===== config.mk =====
export PLATFORM = sky130hd
export DESIGN_NAME = c4_move_engine_flat
export DESIGN_NICKNAME = d
export VERILOG_FILES = /design/src/rtl/c4_pkg.sv /design/src/rtl/c4_move_engine_if.sv /design/src/rtl/c4_move_engine_drop.sv /design/src/rtl/c4_move_engine.sv /design/src/flat_wrapper.sv
export SDC_FILE = /design/constraint.sdc
export NUM_CORES = 1
export LEC_CHECK = 0
export CAP_MARGIN = 20
export CORE_UTILIZATION = 35
export CTS_BUF_LIST = sky130_fd_sc_hd__clkbuf_8
export CTS_CLUSTER_DIAMETER = 120
export CTS_CLUSTER_SIZE = 40
export DETAILED_ROUTE_END_ITERATION = 10
export PLACE_DENSITY_LB_ADDON = 0.15
export SYNTH_ARGS = -nofsm -noshare
export SYNTH_HDL_FRONTEND = slang
export SYNTH_HIERARCHICAL = 1
export SYNTH_SLANG_ARGS = --single-unit

===== constraint.sdc =====
create_clock -name clk -period 3.4 [get_ports clk]
set_input_delay 0.51 -clock clk [delete_from_list [all_inputs] [get_ports clk]]
set_output_delay 0.51 -clock clk [all_outputs]
set_load 0.02 [all_outputs]

===== src/rtl/c4_pkg.sv =====
// Shared Connect-4 types: board geometry, cell encoding, board layout and the
// move-engine FSM states. Imported by the move engine and the win detector.
package c4_pkg;

  localparam int unsigned ROWS  = 6;
  localparam int unsigned COLS  = 7;
  localparam int unsigned CELLS = ROWS * COLS;

  typedef enum logic [1:0] {
    EMPTY = 2'b00,
    P1    = 2'b01,
    P2    = 2'b10
  } cell_t;

  // Row 0 is the top of the board, row ROWS-1 the bottom.
  typedef cell_t [ROWS-1:0][COLS-1:0] board_t;
  typedef cell_t [ROWS-1:0]           column_t;

  typedef enum logic [2:0] {
    IDLE,
    SCAN,
    PLACE,
    CHECK,
    REJECT,
    OVER
  } state_t;

  function automatic cell_t other_player(input cell_t p);
    return (p == P1) ? P2 : P1;
  endfunction

endpackage


===== src/rtl/c4_move_engine_if.sv =====
// Board interface between the move engine (slave side) and the requester /
// win detector (master side).
interface c4_move_engine_if;
  import c4_pkg::*;

  logic        new_game;
  logic        move_valid;
  logic        move_ready;
  logic [2:0]  move_col;
  board_t      board;
  logic [2:0]  last_move_row;
  logic [2:0]  last_move_col;
  logic [1:0]  last_player;
  logic        win_in;
  logic [1:0]  cur_player;
  logic        move_done;
  logic        move_invalid;
  logic        game_over;
  logic [1:0]  winner;

  modport master (
    output new_game, move_valid, move_col, win_in,
    input  move_ready, board, last_move_row, last_move_col, last_player,
           cur_player, move_done, move_invalid, game_over, winner
  );

  modport slave (
    input  new_game, move_valid, move_col, win_in,
    output move_ready, board, last_move_row, last_move_col, last_player,
           cur_player, move_done, move_invalid, game_over, winner
  );

endinterface


===== src/rtl/c4_move_engine_drop.sv =====
// c4_drop_finder: lowest empty row of one board column (priority towards the
// bottom row) and a column-full flag.
module c4_drop_finder
  import c4_pkg::*;
(
  input  column_t    col_i,
  output logic [2:0] lowest_empty_row_o,
  output logic       col_full_o
);

  // Later iterations are lower on the board, so the bottom-most empty cell wins.
  always_comb begin
    lowest_empty_row_o = '0;
    col_full_o         = 1'b1;
    for (int unsigned r = 0; r < ROWS; r++) begin
      if (col_i[r] == EMPTY) begin
        lowest_empty_row_o = 3'(r);
        col_full_o         = 1'b0;
      end
    end
  end

endmodule


===== src/rtl/c4_move_engine.sv =====
// Connect-4 move engine: gravity drop, placement, verdict sampling, turn and
// game-over tracking. Define FAST_DROP_EN for a single-cycle column scan.
module c4_move_engine
  import c4_pkg::*;
#(
  parameter logic [1:0] FIRST_PLAYER = 2'd1
) (
  input  logic              clk,
  input  logic              rst_n,
  c4_move_engine_if.slave   bus
);

  state_t     state_q, state_d;
  logic [2:0] col_q, col_d;
  logic [2:0] row_q, row_d;
  board_t     board_q, board_d;
  logic [2:0] last_row_q, last_row_d;
  logic [2:0] last_col_q, last_col_d;
  cell_t      last_player_q, last_player_d;
  cell_t      cur_player_q, cur_player_d;
  logic [5:0] count_q, count_d;
  logic       game_over_q, game_over_d;
  cell_t      winner_q, winner_d;

  column_t    col_cells;
  logic [2:0] lowest_row;
  logic       col_full;

  always_comb begin
    for (int unsigned r = 0; r < ROWS; r++) begin
      col_cells[r] = board_q[r][col_q];
    end
  end

  c4_drop_finder u_drop (
    .col_i              (col_cells),
    .lowest_empty_row_o (lowest_row),
    .col_full_o         (col_full)
  );

  always_ff @(posedge clk or negedge rst_n) begin
    if (!rst_n) begin
      state_q       <= IDLE;
      col_q         <= '0;
      row_q         <= '0;
      board_q       <= board_t'('0);
      last_row_q    <= '0;
      last_col_q    <= '0;
      last_player_q <= EMPTY;
      cur_player_q  <= cell_t'(FIRST_PLAYER);
      count_q       <= '0;
      game_over_q   <= 1'b0;
      winner_q      <= EMPTY;
    end else begin
      state_q       <= state_d;
      col_q         <= col_d;
      row_q         <= row_d;
      board_q       <= board_d;
      last_row_q    <= last_row_d;
      last_col_q    <= last_col_d;
      last_player_q <= last_player_d;
      cur_player_q  <= cur_player_d;
      count_q       <= count_d;
      game_over_q   <= game_over_d;
      winner_q      <= winner_d;
    end
  end

  always_comb begin
    state_d       = state_q;
    col_d         = col_q;
    row_d         = row_q;
    board_d       = board_q;
    last_row_d    = last_row_q;
    last_col_d    = last_col_q;
    last_player_d = last_player_q;
    cur_player_d  = cur_player_q;
    count_d       = count_q;
    game_over_d   = game_over_q;
    winner_d      = winner_q;

    if (bus.new_game) begin
      state_d       = IDLE;
      col_d         = '0;
      row_d         = '0;
      board_d       = board_t'('0);
      last_row_d    = '0;
      last_col_d    = '0;
      last_player_d = EMPTY;
      cur_player_d  = cell_t'(FIRST_PLAYER);
      count_d       = '0;
      game_over_d   = 1'b0;
      winner_d      = EMPTY;
    end else begin
      case (state_q)
        IDLE: begin
          if (bus.move_valid) begin
            if (bus.move_col >= 3'(COLS)) begin
              state_d = REJECT;
            end else begin
              col_d   = bus.move_col;
              row_d   = 3'(ROWS - 1);
              state_d = SCAN;
            end
          end
        end
        SCAN: begin
`ifdef FAST_DROP_EN
          if (col_full) begin
            state_d = REJECT;
          end else begin
            row_d   = lowest_row;
            state_d = PLACE;
          end
`else
          // Gravity keeps columns contiguous, so the first empty cell met on the
          // bottom-up walk is exactly the finder's lowest empty row.
          if (!col_full && (row_q == lowest_row)) begin
            state_d = PLACE;
          end else if (row_q == '0) begin
            state_d = REJECT;
          end else begin
            row_d = row_q - 3'd1;
          end
`endif
        end
        PLACE: begin
          board_d[row_q][col_q] = cur_player_q;
          last_row_d            = row_q;
          last_col_d            = col_q;
          last_player_d         = cur_player_q;
          if (count_q != 6'(CELLS)) begin
            count_d = count_q + 6'd1;
          end
          state_d = CHECK;
        end
        CHECK: begin
          if (bus.win_in) begin
            game_over_d = 1'b1;
            winner_d    = last_player_q;
            state_d     = OVER;
          end else if (count_q == 6'(CELLS)) begin
            game_over_d = 1'b1;
            winner_d    = EMPTY;
            state_d     = OVER;
          end else begin
            cur_player_d = other_player(cur_player_q);
            state_d      = IDLE;
          end
        end
        REJECT:  state_d = IDLE;
        OVER:    state_d = OVER;
        default: state_d = IDLE;
      endcase
    end
  end

  always_comb begin
    bus.move_ready   = (state_q == IDLE);
    bus.move_done    = (state_q == CHECK);
    bus.move_invalid = (state_q == REJECT);
  end

  assign bus.board         = board_q;
  assign bus.last_move_row = last_row_q;
  assign bus.last_move_col = last_col_q;
  assign bus.last_player   = last_player_q;
  assign bus.cur_player    = cur_player_q;
  assign bus.game_over     = game_over_q;
  assign bus.winner        = winner_q;

endmodule


===== src/flat_wrapper.sv =====
// flat-port wrapper written by rule: the top's interface ports become plain ports
module c4_move_engine_flat import c4_pkg::*;
#(
  parameter logic [1:0] FIRST_PLAYER = 2'd1
)
  (clk, rst_n, bus_new_game, bus_move_valid, bus_move_col, bus_win_in, bus_move_ready, bus_board, bus_last_move_row, bus_last_move_col, bus_last_player, bus_cur_player, bus_move_done, bus_move_invalid, bus_game_over, bus_winner);
  c4_move_engine_if bus_i ();
  input  logic clk;
  input  logic rst_n;
  input wire logic [$bits(bus_i.new_game)-1:0] bus_new_game;
  input wire logic [$bits(bus_i.move_valid)-1:0] bus_move_valid;
  input wire logic [$bits(bus_i.move_col)-1:0] bus_move_col;
  input wire logic [$bits(bus_i.win_in)-1:0] bus_win_in;
  output wire logic [$bits(bus_i.move_ready)-1:0] bus_move_ready;
  output wire logic [$bits(bus_i.board)-1:0] bus_board;
  output wire logic [$bits(bus_i.last_move_row)-1:0] bus_last_move_row;
  output wire logic [$bits(bus_i.last_move_col)-1:0] bus_last_move_col;
  output wire logic [$bits(bus_i.last_player)-1:0] bus_last_player;
  output wire logic [$bits(bus_i.cur_player)-1:0] bus_cur_player;
  output wire logic [$bits(bus_i.move_done)-1:0] bus_move_done;
  output wire logic [$bits(bus_i.move_invalid)-1:0] bus_move_invalid;
  output wire logic [$bits(bus_i.game_over)-1:0] bus_game_over;
  output wire logic [$bits(bus_i.winner)-1:0] bus_winner;
  assign bus_i.new_game = bus_new_game;
  assign bus_i.move_valid = bus_move_valid;
  assign bus_i.move_col = bus_move_col;
  assign bus_i.win_in = bus_win_in;
  assign bus_move_ready = bus_i.move_ready;
  assign bus_board = bus_i.board;
  assign bus_last_move_row = bus_i.last_move_row;
  assign bus_last_move_col = bus_i.last_move_col;
  assign bus_last_player = bus_i.last_player;
  assign bus_cur_player = bus_i.cur_player;
  assign bus_move_done = bus_i.move_done;
  assign bus_move_invalid = bus_i.move_invalid;
  assign bus_game_over = bus_i.game_over;
  assign bus_winner = bus_i.winner;
  c4_move_engine #(.FIRST_PLAYER(FIRST_PLAYER)) u_core (.clk(clk), .rst_n(rst_n), .bus(bus_i));
endmodule

==> implementation parameters <==
Parameter                              Value

Outcome
  Outcome    finished, final reports clean

Yosys
  Mean Syn Cell Area    roughly 10 µm²
  Post-synth design cell area    slightly below 6000 µm²
  Number of flops mapped to enable cells by yosys    0
  Cell accounting for the most synthesized area    sky130_fd_sc_hd__dfrtp_1
  Share of flip-flops with an asynchronous set or reset after synthesis    100%
  Seq cells post-synth    112
  Post-synth top area share    47.4%
  Post-Syn Nets    600
  Dominant cells by area after synthesis    sky130_fd_sc_hd__dfrtp_1, sky130_fd_sc_hd__mux2i_1, sky130_fd_sc_hd__nor2_1
  Number of synthesis warnings    6
  Sequential element share of the synthesized area    47.9%
  Synthesized instance count    588
  Count of unique library cells instantiated by Yosys    58
  Top flip-flop cell by instance count after synthesis    sky130_fd_sc_hd__dfrtp_1

Detailed routing
  Count of nets left with antenna violations after detail routing    0
  DRC errors left    0
  Met3 WL    ~730 µm
  DR pass1 iterations    5
  Vias/cell    5.51
  Routed length on met2    7890 µm
  WL/cell    19.6 µm
  Total detailed-routing wirelength    17700 µm
  Initial drt markers    417
  Routed metal-1 wirelength    8790 µm
  Highest Signal Layer    met4
  Vias    between 4000 and 5000

Global route
  Global-route total usage across every layer    21.1%
  Vias in the first global route    4937
  Maximum number of pins on one net before global-route repair    91
  Wire length of the first global-routing pass    28500 µm
  Number of antenna violations at the first check in global routing    0
  Grt total ovfl    0

Final layout
  Commonest non-fill, non-tap cells in the layout    sky130_fd_sc_hd__nor2_1, sky130_fd_sc_hd__dfrtp_1, sky130_fd_sc_hd__clkdlybuf4s50_1
  Final standard cell area without fillers    about 7400 µm²
  Leading cell type in the layout, fill and taps excluded    sky130_fd_sc_hd__nor2_1
  Fraction of final layout cells with drive strength greater than 1    9.20%
  Antenna Cells    0
  Synth-to-Final Area Change    25.8%
  Nets    693
  Count of placed standard cells in the final layout, fillers left out    901

Power and ir drop
  Leakage dissipation    3.50 nW
  VDD IR max    201 µV
  Power density over the cells    369 nW/µm²

Hold path
  Worst hold-check path type    in -> async

Die
  Die span in y    between 100 and 150 µm
  I/O pin cnt    108
  Die extent in x    131 µm
  Starting Density    36.3%
  Standard-cell rows    46
  Placeable core region    16100 µm²
  Total die area    17200 µm²

Timing
  Remaining max-slew budget at the tightest pin    33.2%
  Timing-limited maximum frequency    0.310 GHz
  Min Tclk post-route    3.23 ns
  Total negative slack for setup checks    0 ns
  Final setup vio count    0
  RSZ-0062 raised after global routing    no
  Tcrit/Tclk final    ~95%
  Number of slew-limit violations in the final report    0
  Slew at the pin closest to its max-slew limit    0.999 ns
  Final Skew    0.00963 ns
  Minimum hold slack    0.132 ns
  Post-layout worst setup margin    0.174 ns
  Number of endpoints with negative hold slack in the final report    0

Critical path
  Data required time at the worst endpoint    3.70 ns
  Startpoint types    flop
  Largest driver fanout on the critical path    9
  Cell-by-cell trace of the critical path    buf_4 -> and3b_1 -> buf_4 -> a22oi_1 -> nand3_1 -> o22ai_1 -> o21ba_2 -> xor2_1 -> or4_4 -> and3_4 -> o41ai_2
  Slowest stage delay, CP    0.48 ns
  Most used cell, CP    sky130_fd_sc_hd__buf_4
  Cell type of the slowest stage on the worst timing path    sky130_fd_sc_hd__dfrtp_2
  Critical path endpoint category    flop
  Path type of the worst setup path    reg -> reg
  Critical path arrival    3.52 ns

Placed design
  Routability-driven placement congestion ratio    about 0.83
  Number of placed instances, taps included    886
  PortBufs    107
  Worst-case setup slack after placement    ~0.2 ns
  Half-perimeter wire length of the detailed placement result    12100 µm
  Post-DP Area    approximately 7200 µm²

CTS
  Sink Count    112
  Post-CTS Setup Inserts    0
  Clock buffer depth    2
  Number of buffers created by CTS    9
  CTS tree    yes
  Clock tree root buffer cell    sky130_fd_sc_hd__clkbuf_8
  Maximum level of the CTS H-tree    3
  Clock insertion delay at the later pin of the skew report    between 0.3 and 0.4 ns
  Clock edge transition at the registers on the reported setup and hold paths    0.10 ns

Flow run
  Max-cap check violation count    0
[worst paths after layout]
| check | from | endpoint | slack [ns] | cells after the start |
|---|---|---|---|---|
| min in group clk | u_core/bus.winner[0]$_DFFE_PN0P_ | u_core/bus.winner[0]$_DFFE_PN0P_ | 0.53 | 2 |
| max in group asynchronous | rst_n | u_core/col_q[2]$_DFFE_PN0P_ | 2.49 | 2 |
| max | u_core/col_q[1]$_DFFE_PN0P_ | u_core/row_q[1]$_DFFE_PN0P_ | 0.17 | 11 |
| min | rst_n | u_core/bus.board[55]$_DFFE_PN0P_ | 0.13 | 1 |
| min reg2reg | u_core/bus.winner[0]$_DFFE_PN0P_ | u_core/bus.winner[0]$_DFFE_PN0P_ | 0.53 | 2 |
| max reg2reg | u_core/col_q[1]$_DFFE_PN0P_ | u_core/row_q[1]$_DFFE_PN0P_ | 0.17 | 11 |
[per-layer routing]
metal | vias up | track usage (%)
met5 | - | 0
met4 | 0 | 7.24
met3 | 20 | 3.43
met2 | 156 | 30.3
met1 | 2513 | 31.8
li1 | 2274 | -
[state kept, by name (all words and copies together), names as in the netlist]
signal / count
u_core/col_q: 3
u_core/bus.cur_player: 2
u_core/bus.game_over: 1
u_core/state_q: 3
u_core/bus.last_player: 2
u_core/bus.last_move_row: 3
u_core/bus.last_move_col: 3
u_core/bus.winner: 2
u_core/bus.board: 84
u_core/row_q: 3
u_core/count_q: 6
[power by group]
part	switching, mW	internal [mW]
logic	0.340	0.193
clock network	0.457	0.277
registers	0.0945	1.36
[Yosys cell counts, drive strengths merged (5+ instances only)]
master	instances
nor3b	6
mux2i	96
a22oi	16
o21ai	7
a21oi	21
inv	5
buf	9
nor2b	5
clkbuf	42
nor2	118
and4	7
nand2b	5
xor2	6
nand3	43
a22o	5
dfrtp	111
nand2	16
[kinds of logic (layout without fill, tap and decap cells)]
family / after synthesis / after routing / synth area share (%)
AO/OA/AOI/OAI: 83 / 83 / 10.1
XOR/XNOR: 7 / 7 / 1.05
adder cells (fa/ha/maj): 4 / 4 / 0.855
buffers and inverters: 57 / 154 / 3.93
flip-flops: 112 / 112 / 47.9
multiplexers: 99 / 99 / 17.0
AND/OR/NAND/NOR: 226 / 226 / 19.1
[worst max-delay path: cells and delay by family, from the launching register on]
kind / cells / cell delay [ns]
buf+inv: 2 / 0.41
xor+xnor: 1 / 0.14
flops: 1 / 0.48
simple gates: 4 / 1.15
compound gates: 4 / 0.94
[final cells by class]
cell class                 instances  area (µm²)
clock buffer                      10         138
sequential                       112        2810
timing repair buffer             133        1270
inverter                           6        26.3
fill                            1528        8750
clock inverter                     5        26.3
tap                              216         270
multi-input combinational        419        2830
[repair_timing]
item	CTS	global route
hold buffers	0	0
gates resized for setup	0	4
setup endpoints to repair	0	2
[metrics by stage]
step | util [%] | power (mW)
after floorplan | - | 1.78
after global placement | 44.7 | 1.99
after detailed placement | 44.7 | 2.00
after CTS | 45.7 | 2.73
after global routing | 45.7 | 2.85
final | 45.7 | 2.72
(Power assumes the default switching activity.)
